===== src/rtl/sc_fifo_arb_pkg.sv =====
// Shared types and width helpers for the round-robin FIFO write arbiter.
package sc_fifo_arb_pkg;

    typedef enum logic {
        IDLE  = 1'b0,
        GRANT = 1'b1
    } state_t;

    // Beat counter must hold BURST_MAX itself without wrapping.
    function automatic int cnt_width(input int burst_max);
        return $clog2(burst_max + 1);
    endfunction

endpackage


===== src/rtl/rr_arbiter.sv =====
// Combinational round-robin pick: first asserted request at or after ptr, wrapping.
module rr_arbiter #(
    parameter int N = 4
) (
    input  logic [N-1:0]         req,
    input  logic [$clog2(N)-1:0] ptr,
    output logic [N-1:0]         gnt,
    output logic [$clog2(N)-1:0] idx,
    output logic                 any
);

    localparam int IDW = $clog2(N);

    always_comb begin
        // NOTE: every output gets a default first so no path leaves one unassigned (no latch).
        gnt = '0;
        idx = '0;
        any = 1'b0;
        for (int i = 0; i < N; i++) begin
            automatic int k = (int'(ptr) + i) % N;
            if (!any && req[k]) begin
                gnt[k] = 1'b1;
                idx    = IDW'(k);
                any    = 1'b1;
            end
        end
    end

endmodule


===== src/rtl/sc_fifo_wr_arbiter.sv =====
// Round-robin burst arbiter sharing one FIFO write port; a burst is admitted only
// when the FIFO can absorb a full BURST_MAX burst, so an admitted burst never stalls.
module sc_fifo_wr_arbiter
    import sc_fifo_arb_pkg::*;
#(
    parameter int N_REQ     = 4,
    parameter int DATA_W    = 32,
    parameter int ADDR_W    = 5,
    parameter int BURST_MAX = 4
) (
    input  logic                       clk_i,
    input  logic                       rst_i,
    input  logic [N_REQ-1:0]           req_valid_i,
    input  logic [N_REQ*DATA_W-1:0]    req_data_i,
    input  logic [N_REQ-1:0]           req_last_i,
    output logic [N_REQ-1:0]           req_ready_o,
    output logic                       fifo_wr_en_o,
    output logic [DATA_W-1:0]          fifo_wr_data_o,
    input  logic [ADDR_W:0]            fifo_wr_usedw_i,
    input  logic                       fifo_wr_full_i,
    output logic [N_REQ-1:0]           grant_o,
    output logic [$clog2(N_REQ)-1:0]   grant_id_o,
    output logic                       busy_o
);

    localparam int                IDW      = $clog2(N_REQ);
    localparam int                CNT_W    = cnt_width(BURST_MAX);
    localparam logic [ADDR_W+1:0] DEPTH    = (ADDR_W+2)'(2**ADDR_W);
    localparam logic [ADDR_W+1:0] NEED     = (ADDR_W+2)'(BURST_MAX);
    localparam logic [CNT_W-1:0]  LAST_CNT = CNT_W'(BURST_MAX - 1);
    localparam logic [IDW-1:0]    TOP_ID   = IDW'(N_REQ - 1);

    state_t            state_q, state_d;
    logic [N_REQ-1:0]  grant_q, grant_d;
    logic [IDW-1:0]    id_q, id_d;
    logic [IDW-1:0]    ptr_q, ptr_d;
    logic [CNT_W-1:0]  cnt_q, cnt_d;

    logic [N_REQ-1:0]  pick_gnt;
    logic [IDW-1:0]    pick_idx;
    logic              pick_any;
    logic [ADDR_W+1:0] free;
    logic              owner_valid;
    logic              owner_last;
    logic              accept;

    assign free        = DEPTH - {1'b0, fifo_wr_usedw_i};
    assign owner_valid = req_valid_i[id_q];
    assign owner_last  = req_last_i[id_q];

    rr_arbiter #(.N(N_REQ)) u_rr (
        .req (req_valid_i),
        .ptr (ptr_q),
        .gnt (pick_gnt),
        .idx (pick_idx),
        .any (pick_any)
    );

    // Gating with rst_i keeps a mid-burst reset cycle from issuing a write.
    always_comb begin
        req_ready_o    = '0;
        fifo_wr_data_o = '0;
        if (state_q == GRANT && !rst_i) begin
            fifo_wr_data_o = req_data_i[id_q*DATA_W +: DATA_W];
            if (!fifo_wr_full_i)
                req_ready_o = grant_q;
        end
    end

    assign accept       = owner_valid & req_ready_o[id_q];
    assign fifo_wr_en_o = accept;

    always_comb begin
        state_d = state_q;
        grant_d = grant_q;
        id_d    = id_q;
        ptr_d   = ptr_q;
        cnt_d   = cnt_q;
        case (state_q)
            IDLE: begin
                if (pick_any && free >= NEED) begin
                    state_d = GRANT;
                    grant_d = pick_gnt;
                    id_d    = pick_idx;
                    cnt_d   = '0;
                end
            end
            GRANT: begin
                if (accept)
                    cnt_d = cnt_q + 1'b1;
                // An owner with valid low has nothing further; full alone holds the grant.
                if (!owner_valid || (accept && (owner_last || cnt_q == LAST_CNT))) begin
                    state_d = IDLE;
                    grant_d = '0;
                    ptr_d   = (id_q == TOP_ID) ? '0 : id_q + 1'b1;
                end
            end
            default: state_d = IDLE;
        endcase
    end

    always_ff @(posedge clk_i) begin
        // NOTE: state registers use non-blocking assignments so every flop samples pre-edge values.
        if (rst_i) begin
            state_q <= IDLE;
            grant_q <= '0;
            id_q    <= '0;
            ptr_q   <= '0;
            cnt_q   <= '0;
        end else begin
            state_q <= state_d;
            grant_q <= grant_d;
            id_q    <= id_d;
            ptr_q   <= ptr_d;
            cnt_q   <= cnt_d;
        end
    end

    assign grant_o    = grant_q;
    assign grant_id_o = id_q;
    assign busy_o     = (state_q == GRANT);

endmodule


===== config.mk =====
export PLATFORM = sky130hd
export DESIGN_NAME = sc_fifo_wr_arbiter
export DESIGN_NICKNAME = d
export VERILOG_FILES = /design/src/rtl/sc_fifo_arb_pkg.sv /design/src/rtl/rr_arbiter.sv /design/src/rtl/sc_fifo_wr_arbiter.sv
export SDC_FILE = /design/constraint.sdc
export NUM_CORES = 1
export LEC_CHECK = 0
export BUFFER_PORTS_ARGS = -buffer_cell sky130_fd_sc_hd__buf_4
export CORE_AREA = 5 5 80 82
export CTS_BUF_LIST = sky130_fd_sc_hd__clkbuf_16
export CTS_CLUSTER_SIZE = 16
export DETAILED_ROUTE_END_ITERATION = 12
export DIE_AREA = 0 0 85 87
export GPL_ROUTABILITY_DRIVEN = 0
export GPL_TIMING_DRIVEN = 0
export PLACE_DENSITY = 0.91
export SYNTH_ARGS = -nofsm -noshare
export SYNTH_HDL_FRONTEND = slang
export SYNTH_SLANG_ARGS = --single-unit
export TNS_END_PERCENT = 5

===== constraint.sdc =====
create_clock -name clk_i -period 2.6 [get_ports clk_i]
set_input_delay 0.78 -clock clk_i [delete_from_list [all_inputs] [get_ports clk_i]]
set_output_delay 0.78 -clock clk_i [all_outputs]
set_load 0.02 [all_outputs]

==> impl_metrics.env, run 1 <==
export IMPL_fp_dieW_um=85
export IMPL_arrival_ns=1.77
export IMPL_hold_depth=2
export IMPL_fmax_mhz=392
export IMPL_fillers=438
export IMPL_die_h_um=87
export IMPL_fin_skew_ns=0.00106
export IMPL_hpwl_um=7760
export IMPL_synth_edf_count=0
export IMPL_ys_seq_area_share_pct=11.4
export IMPL_grt_max_degree=11
export IMPL_worst_pin_slew_ns=0.451
export IMPL_ys_ff_latch=12
export IMPL_r2r_start="ptr_q[0]"
export IMPL_status="complete, no violations"
export IMPL_multi_input_area_um2=1780
export IMPL_cap_violations=0
export IMPL_crit_fanout=9
export IMPL_finalSetupViolations=0
export IMPL_ys_warn_count=0
export IMPL_setup_tns_ns=0
export IMPL_antennaDiodeCount=0
export IMPL_wl_per_cell_um=19.4
export IMPL_synth_simple_area_share_pct=22.0
export IMPL_core_area_um2=5680
export IMPL_ys_types=40
export IMPL_clock_latency_ns=0.23
export IMPL_grt_pass1_wl_um=13500
export IMPL_root_buffer="clkbuf_16"
export IMPL_dieArea_um2=7400
export IMPL_synth_nets=353
export IMPL_clock_sinks=12
export IMPL_min_path_type="register to register"
export IMPL_synth_area_leaders="mux4_2 42%, dfxtp_1 11%, nor2b_1 10%"
export IMPL_fin_cells=467
export IMPL_avgSynthCellArea_um2=10.7
export IMPL_synth_compound_area_share_pct=11.4
export IMPL_first_iter_violations=80
export IMPL_worstHoldEndpoint="cnt_q[0]"
export IMPL_via_per_inst=5.40
export IMPL_io_buffers=187
export IMPL_grt_usage_pct=23.1
export IMPL_ctsHoldBuffers=0
export IMPL_antenna_found_initial=0
export IMPL_hold_violations=0
export IMPL_p_per_area_nw_per_um2=476
export IMPL_drtAntennaViolNets=0
export IMPL_slowest_stage="mux4_2"
export IMPL_critPathMaxStageDelay_ns=0.50
export IMPL_clk_pin_slew_ns=0.04
export IMPL_critPathLaunchType="input port"
export IMPL_synthAdderAreaFrac_pct=6.54
export IMPL_rr_endpoint="cnt_q[1]"
export IMPL_ys_top_cells_by_count="39 x mux4_2, 34 x nor2b_1, 12 x dfxtp_1"
export IMPL_initial_core_util_pct=37.1
export IMPL_synth_top_cell_by_area="mux4_2"
export IMPL_grt_overflow=0
export IMPL_routed_wl_um=9060
export IMPL_htree_levels=1
export IMPL_tritoncts="yes"
export IMPL_synthXorXnorAreaFrac_pct=0
export IMPL_critPathKind="input port to output pin"
export IMPL_reg2reg_setup_slack_ns=0.17
export IMPL_cpMostUsedCell="buf_4"
export IMPL_syn_inst=197
export IMPL_period_share_pct=98.0
export IMPL_yosys_area_top_type_share_pct=41.7
export IMPL_end_kind="output pin"
export IMPL_yosysMostFrequentCell="mux4_2"
export IMPL_ctsLongestPathBuffers=2
export IMPL_drcViolationCount=0
export IMPL_slew_violations=0
export IMPL_period_minus_slack_ns=2.55
export IMPL_syn_to_final_growth_pct=80.7
export IMPL_fin_nets=550
export IMPL_reg2regPathDepth=9
export IMPL_min_from="cnt_q[0]"
export IMPL_numCtsBuffers=3
export IMPL_synth_main_ff_cell="dfxtp_1"
export IMPL_slew_headroom_pct=69.9
export IMPL_final_util_pct=67.0
export IMPL_required_ns=1.82
export IMPL_row_count=28
export IMPL_vias=2523
export IMPL_synth_area_um2=2100
export IMPL_p_leak_nw=1.70
export IMPL_path_cells="buf_4, mux4_2, nand4_1, inv_1, buf_4"
export IMPL_first_pass_iters=4
export IMPL_design_portCount=189
export IMPL_synthArstFlopShare_pct=0
export IMPL_ir_worst_vdd_mv=0.248
export IMPL_place_inst=459
export IMPL_drive_gt1_share_pct=67.6
export IMPL_grt_pass1_vias=2635
export IMPL_setup_ws_ns=0.0517
export IMPL_synth_top_family_by_area="multiplexers"
export IMPL_ff_latch_area_um2=244
export IMPL_synth_mux_area_share_pct=43.6
export IMPL_pre_cts_ws_ns=-0.292
## how the worst max path moves through the flow
stage,endpoint,startpoint,slack [ns],cells past startpoint
global placement,fifo_wr_en_o,rst_i,-0.21,5
CTS,grant_o[0],ptr_q[1],0.0004,8
detailed placement,fifo_wr_en_o,rst_i,-0.29,5
finish,fifo_wr_en_o,req_valid_i[3],0.05,5
global route,fifo_wr_en_o,rst_i,-0.005,5
floorplan,fifo_wr_data_o[10],grant_id_o[0],0.04,4
## where the power goes
| part | switching [mW] | internal, mW |
|---|---|---|
| clock network | 0.0713 | 0.200 |
| registers | 0.0391 | 0.216 |
| logic | 0.545 | 0.741 |
| total | 0.655 | 1.16 |
## stage by stage
step | hold WS, ns | power, mW | cell area (um2)
after floorplan | 0.449 | 1.04 | 2100
after global placement | 0.457 | 1.43 | 3600
after detailed placement | 0.471 | 1.46 | 3600
after CTS | 0.489 | 1.79 | 3760
after global routing | 0.513 | 1.92 | 3800
final | 0.487 | 1.81 | 3800
## flip-flops by register name, summed over array words and instances, names as in the netlist
name        count
ptr_q           2
busy_o          1
grant_o         4
cnt_q           3
grant_id_o      2
## critical path, delay by kind of cell
kind	cells	cell delay (ns)
simple gates	1	0.12
buf+inv	3	0.37
mux	1	0.50
## cell usage in the layout (no fill, tap or decap), types with 3 or more instances in the layout
master     instances
o32ai_1            4
clkbuf_16          3
a22oi_1            4
clkbuf_2           3
mux2i_1            4
mux4_2            39
o21ai_0            3
a21oi_1            5
inv_1              6
buf_6              5
buf_4            192
dfxtp_1            9
buf_2              3
nor2_1             8
nand2b_1          10
nand2_1            7
ha_1              10
dfxtp_2            3
a221o_1            4
and2_1             4
nor2b_1           33
## routing by layer
layer	up-vias	share of wire (%)	wire, um	global-route usage (%)
li1	1165	-	-	-
met1	1220	35	3140	24.9
met2	118	56	5060	45.5
met3	20	6.2	561	3.41
met4	0	3.2	289	7.77
met5	-	0	0	0
## repair_timing
item / 4_1_cts / 5_1_grt
endpoints found under the setup margin: 41 / 34
buffers inserted: 3 / 2
pin swaps: 1 / 0
resized for setup: 17 / 16
## final cells by class
| cell class | instances | area share, % |
|---|---|---|
| Buffer | 17 | 3.46 |
| Clock buffer | 3 | 1.97 |
| Multi-Input combinational cell | 162 | 46.9 |
| Inverter | 6 | 0.592 |
| Timing Repair Buffer | 192 | 38.2 |
| Sequential cell | 12 | 6.42 |
| Tap cell | 75 | 2.47 |
## cell families after synthesis
group / count (synthesis)
compound gates: 31
fa+ha+maj: 11
buf+inv: 23
flops: 12
mux: 43
simple gates: 77
Note: power is estimated with default switching activity, not from simulation.
==> run 2: changes to the inputs <==
--- a/config.mk
+++ b/config.mk
@@ -5,15 +5,14 @@
 export SDC_FILE = /design/constraint.sdc
 export NUM_CORES = 1
 export LEC_CHECK = 0
-export BUFFER_PORTS_ARGS = -buffer_cell sky130_fd_sc_hd__buf_4
-export CORE_AREA = 5 5 80 82
+export CORE_AREA = 5 5 71 73
 export CTS_BUF_LIST = sky130_fd_sc_hd__clkbuf_16
 export CTS_CLUSTER_SIZE = 16
 export DETAILED_ROUTE_END_ITERATION = 12
-export DIE_AREA = 0 0 85 87
+export DIE_AREA = 0 0 76 78
+export DONT_BUFFER_PORTS = 1
 export GPL_ROUTABILITY_DRIVEN = 0
-export GPL_TIMING_DRIVEN = 0
-export PLACE_DENSITY = 0.91
+export PLACE_DENSITY = 0.74
 export SYNTH_ARGS = -nofsm -noshare
 export SYNTH_HDL_FRONTEND = slang
 export SYNTH_SLANG_ARGS = --single-unit
==> impl_metrics.env, run 2 (same netlist as run 1, synthesis figures left out) <==
export IMPL_status="complete, no violations"
export IMPL_critPathKind="register to output pin"
export IMPL_p_int_mw=0.965
export IMPL_grt_pass1_wl_um=11200
export IMPL_fp_dieW_um=76
export IMPL_crit_path_end="fifo_wr_en_o"
export IMPL_clock_latency_ns=0.24
export IMPL_vias=1899
export IMPL_final_util_pct=59.2
export IMPL_reg2regPathDepth=7
export IMPL_grt_overflow=0
export IMPL_startpoint="grant_id_o[0]"
export IMPL_combinationalPowerShare_pct=64.6
export IMPL_finalSetupViolations=0
export IMPL_layout_commonest_cell="buf_4"
export IMPL_fin_nets=387
export IMPL_required_ns=1.82
export IMPL_critPathLaunchType="register"
export IMPL_place_inst=278
export IMPL_p_switching_mw=0.598
export IMPL_r2r_start="ptr_q[1]"
export IMPL_routed_wl_um=7470
export IMPL_grt_usage_pct=23.7
export IMPL_drtAntennaViolNets=0
export IMPL_ctsLongestPathBuffers=2
export IMPL_die_h_um=78
export IMPL_worst_pin_slew_ns=0.467
export IMPL_crit_fanout=15
export IMPL_hpwl_um=6390
export IMPL_drcViolationCount=0
export IMPL_p_per_area_nw_per_um2=615
export IMPL_end_kind="output pin"
export IMPL_first_iter_violations=42
export IMPL_row_count=24
export IMPL_hold_violations=0
export IMPL_grt_pass1_vias=1898
export IMPL_core_area_um2=4290
export IMPL_period_share_pct=95.5
export IMPL_design_portCount=189
export IMPL_layout_common_cells="43 x buf_4, 39 x mux4_2, 34 x nor2b_1"
export IMPL_grt_max_degree=25
export IMPL_rsz0062_at_grt="false"
export IMPL_antennaDiodeCount=0
export IMPL_rr_endpoint="grant_o[2]"
export IMPL_slew_violations=0
export IMPL_via_per_inst=6.73
export IMPL_htree_levels=1
export IMPL_setup_tns_ns=0
export IMPL_tritoncts="yes"
export IMPL_reg2reg_setup_slack_ns=0.32
export IMPL_fin_skew_ns=0.00218
export IMPL_io_buffers=0
export IMPL_largest_register_ffs=4
export IMPL_root_buffer="clkbuf_16"
export IMPL_clock_power_share_pct=18.2
export IMPL_fin_cells=282
export IMPL_min_path_type="register to register"
export IMPL_fmax_mhz=403
export IMPL_initial_core_util_pct=49.0
export IMPL_p_leak_nw=0.917
export IMPL_clock_sinks=12
export IMPL_seq_power_share_pct=17.2
export IMPL_antenna_found_initial=0
export IMPL_period_minus_slack_ns=2.48
export IMPL_cap_violations=0
export IMPL_p_sw_share_pct=38.3
export IMPL_syn_to_final_growth_pct=20.7
export IMPL_slew_headroom_pct=68.5
export IMPL_clk_pin_slew_ns=0.04
export IMPL_dieArea_um2=5930
export IMPL_drive_gt1_share_pct=42.6
export IMPL_ctsHoldBuffers=0
export IMPL_arrival_ns=1.70
export IMPL_numCtsBuffers=3
export IMPL_ir_worst_vdd_mv=0.394
export IMPL_first_pass_iters=4
export IMPL_wl_per_cell_um=26.5
-- run 2: cell count changes in the layout (fill, tap and decap cells not counted), sizes merged --
cell,before,now
buf,202,46
clkinv,0,1
clkbuf,10,3
-- run 2: stage by stage --
step	instance area (um2)	setup WS, ns	total power, mW	hold WS, ns
floorplan	2100	0.0354	1.04	0.449
global placement	2460	0.279	1.26	0.455
detailed placement	2460	0.270	1.28	0.468
CTS	2540	0.0286	1.57	0.475
global route	2540	0.0331	1.67	0.493
finish	2540	0.117	1.56	0.470
-- run 2: per-layer routing --
layer / routed length [um] / vias up / track usage, %
met3: 545 / 13 / 4.63
met2: 4000 / 92 / 40.8
met1: 2780 / 954 / 30.1
met5: 0 / - / 0
met4: 147 / 0 / 7.12
li1: - / 840 / -
-- run 2: final cells by class --
type | count | area (um2)
Clock buffer | 3 | 75.1
Sequential cell | 12 | 243
Clock inverter | 1 | 3.75
Tap cell | 52 | 65.1
Inverter | 6 | 22.5
Fill cell | 368 | 1750
Multi-Input combinational cell | 162 | 1760
Timing Repair Buffer | 46 | 374
-- run 2: worst min path at each step --
| stage | endpoint | slack [ns] | startpoint | cells past startpoint |
|---|---|---|---|---|
| detailed placement | cnt_q[1] | 0.47 | cnt_q[1] | 2 |
| global route | cnt_q[1] | 0.49 | cnt_q[1] | 2 |
| finish | cnt_q[1] | 0.47 | cnt_q[1] | 2 |
| floorplan | cnt_q[1] | 0.45 | cnt_q[1] | 2 |
| global placement | cnt_q[1] | 0.46 | cnt_q[1] | 2 |
| CTS | cnt_q[1] | 0.48 | cnt_q[1] | 2 |
-- run 2: power groups by stage --
stage          Clock (mW)  Combinational (mW)  Sequential [mW]
2_1_floorplan           0               0.774            0.270
6_report            0.285                1.01            0.269
5_1_grt             0.300                1.10            0.273
3_5_place_dp            0                1.01            0.271
4_1_cts             0.290                1.01            0.269
3_3_place_gp            0               0.990            0.271
-- run 2: worst max-delay path, stage by stage, from the launching register on --
cell     delay [ns]
dfxtp_2        0.35
buf_6          0.25
mux4_2         0.58
nand4_1        0.15
inv_1          0.14
-- run 2: repair_timing --
action / CTS / global route
resized for setup: 0 / 1
buffers inserted: 0 / 0
endpoints found under the setup margin: 0 / 4
==> run 3: changes to the inputs <==
==> constraint.sdc (replaced) <==
create_clock -name clk_i -period 2.6 [get_ports clk_i]
set_input_delay 0.78 -clock clk_i [delete_from_list [all_inputs] [get_ports clk_i]]
set_output_delay 0.78 -clock clk_i [all_outputs]
set_load 0.01 [all_outputs]
==> impl_metrics.env, run 3 (same netlist as run 1, synthesis figures left out) <==
export IMPL_place_inst=277
export IMPL_ir_worst_vdd_mv=0.420
export IMPL_fp_dieW_um=76
export IMPL_fin_area_um2=2520
export IMPL_final_util_pct=58.7
export IMPL_fillers=357
export IMPL_syn_to_final_growth_pct=19.8
export IMPL_first_pass_iters=4
export IMPL_ctsResizeCount=0
export IMPL_post_cts_buffers=0
export IMPL_pre_cts_ws_ns=0.268
export IMPL_total_power_mw=1.49
export IMPL_crit_path_end="fifo_wr_data_o[23]"
export IMPL_slew_violations=0
export IMPL_rr_endpoint="grant_o[3]"
export IMPL_fin_cells=281
export IMPL_ctsLongestPathBuffers=2
export IMPL_layout_common_cells="43 x buf_4, 39 x mux4_2, 34 x nor2b_1"
export IMPL_grt_max_degree=26
export IMPL_core_area_um2=4290
export IMPL_tritoncts="yes"
export IMPL_slew_headroom_pct=68.5
export IMPL_grt_usage_pct=22.7
export IMPL_initial_core_util_pct=49.0
export IMPL_reg2regPathDepth=8
export IMPL_first_iter_violations=69
export IMPL_dieArea_um2=5930
export IMPL_die_h_um=78
export IMPL_required_ns=1.82
export IMPL_startpoint="grant_id_o[0]"
export IMPL_htree_levels=1
export IMPL_period_share_pct=92.9
export IMPL_critPathKind="register to output pin"
export IMPL_min_path_type="register to register"
export IMPL_status="complete, no violations"
export IMPL_numCtsBuffers=3
export IMPL_r2r_start="ptr_q[0]"
export IMPL_wl_per_cell_um=25.9
export IMPL_end_kind="output pin"
export IMPL_setup_tns_ns=0
export IMPL_critPathLaunchType="register"
export IMPL_antenna_found_initial=0
export IMPL_vias=1878
export IMPL_clk_pin_slew_ns=0.04
export IMPL_ctsHoldBuffers=0
export IMPL_largest_register_ffs=4
export IMPL_fmax_mhz=414
export IMPL_worst_pin_slew_ns=0.467
export IMPL_drive_gt1_share_pct=42.4
export IMPL_drtAntennaViolNets=0
export IMPL_finalSetupViolations=0
export IMPL_placed_area_um2=2440
export IMPL_fin_skew_ns=0.000878
export IMPL_drcViolationCount=0
export IMPL_grt_pass1_vias=1829
export IMPL_row_count=24
export IMPL_crit_fanout=15
export IMPL_via_per_inst=6.68
export IMPL_design_portCount=189
export IMPL_hpwl_um=6200
export IMPL_hold_violations=0
export IMPL_p_leak_nw=0.908
export IMPL_layout_commonest_cell="buf_4"
export IMPL_root_buffer="clkbuf_16"
export IMPL_clock_latency_ns=0.24
export IMPL_antennaDiodeCount=0
export IMPL_rsz0062_at_grt="false"
export IMPL_clock_sinks=12
export IMPL_fin_nets=386
export IMPL_setup_ws_ns=0.184
export IMPL_grt_pass1_wl_um=10700
export IMPL_arrival_ns=1.64
export IMPL_holdWs_ns=0.479
export IMPL_grt_overflow=0
export IMPL_period_minus_slack_ns=2.42
export IMPL_cap_violations=0
export IMPL_io_buffers=0
export IMPL_p_per_area_nw_per_um2=590
export IMPL_routed_wl_um=7270
export IMPL_reg2reg_setup_slack_ns=0.28
[run 3: changes by cell type in the layout (fill, tap and decap cells not counted), sizes merged]
cell  delta
buf      -1
[run 3: report_power, final]
group | internal, mW | leakage (nW) | total, mW | switching [mW]
combinational | 0.535 | 0.770 | 0.948 | 0.413
clock | 0.203 | 0.0385 | 0.285 | 0.0820
sequential | 0.215 | 0.0989 | 0.253 | 0.0386
[run 3: worst min-delay path by stage]
stage,slack [ns],to,depth (start not counted),startpoint
3_5_place_dp,0.47,cnt_q[1],2,cnt_q[1]
3_3_place_gp,0.45,cnt_q[1],2,cnt_q[1]
4_1_cts,0.48,cnt_q[1],2,cnt_q[1]
2_1_floorplan,0.45,cnt_q[1],2,cnt_q[1]
5_1_grt,0.50,cnt_q[1],2,cnt_q[1]
6_report,0.48,cnt_q[1],2,cnt_q[1]
[run 3: metal layers]
metal  wire length (um)  up-vias  part of all wire [%]  track usage [%]
met3                636        2                   8.8             6.25
met2               4010      103                    55             41.4
met4                 14        0                  0.19             2.67
met1               2610      935                    36             27.3
met5                  0        -                     0                0
li1                   -      838                     -                -
[run 3: critical path, stage by stage, from the launching register on]
cell	delay (ns)
dfxtp_2	0.35
buf_6	0.22
mux4_2	0.51
nor2b_1	0.16
buf_4	0.15
[run 3: area by class of cell]
class	instances	area (um2)	area share, %
Multi-Input combinational cell	162	1760	69.7
Timing Repair Buffer	45	354	14.0
Sequential cell	12	243	9.63
Clock buffer	3	75.1	2.98
Tap cell	52	65.1	2.58
Inverter	6	22.5	0.893
Clock inverter	1	3.75	0.149
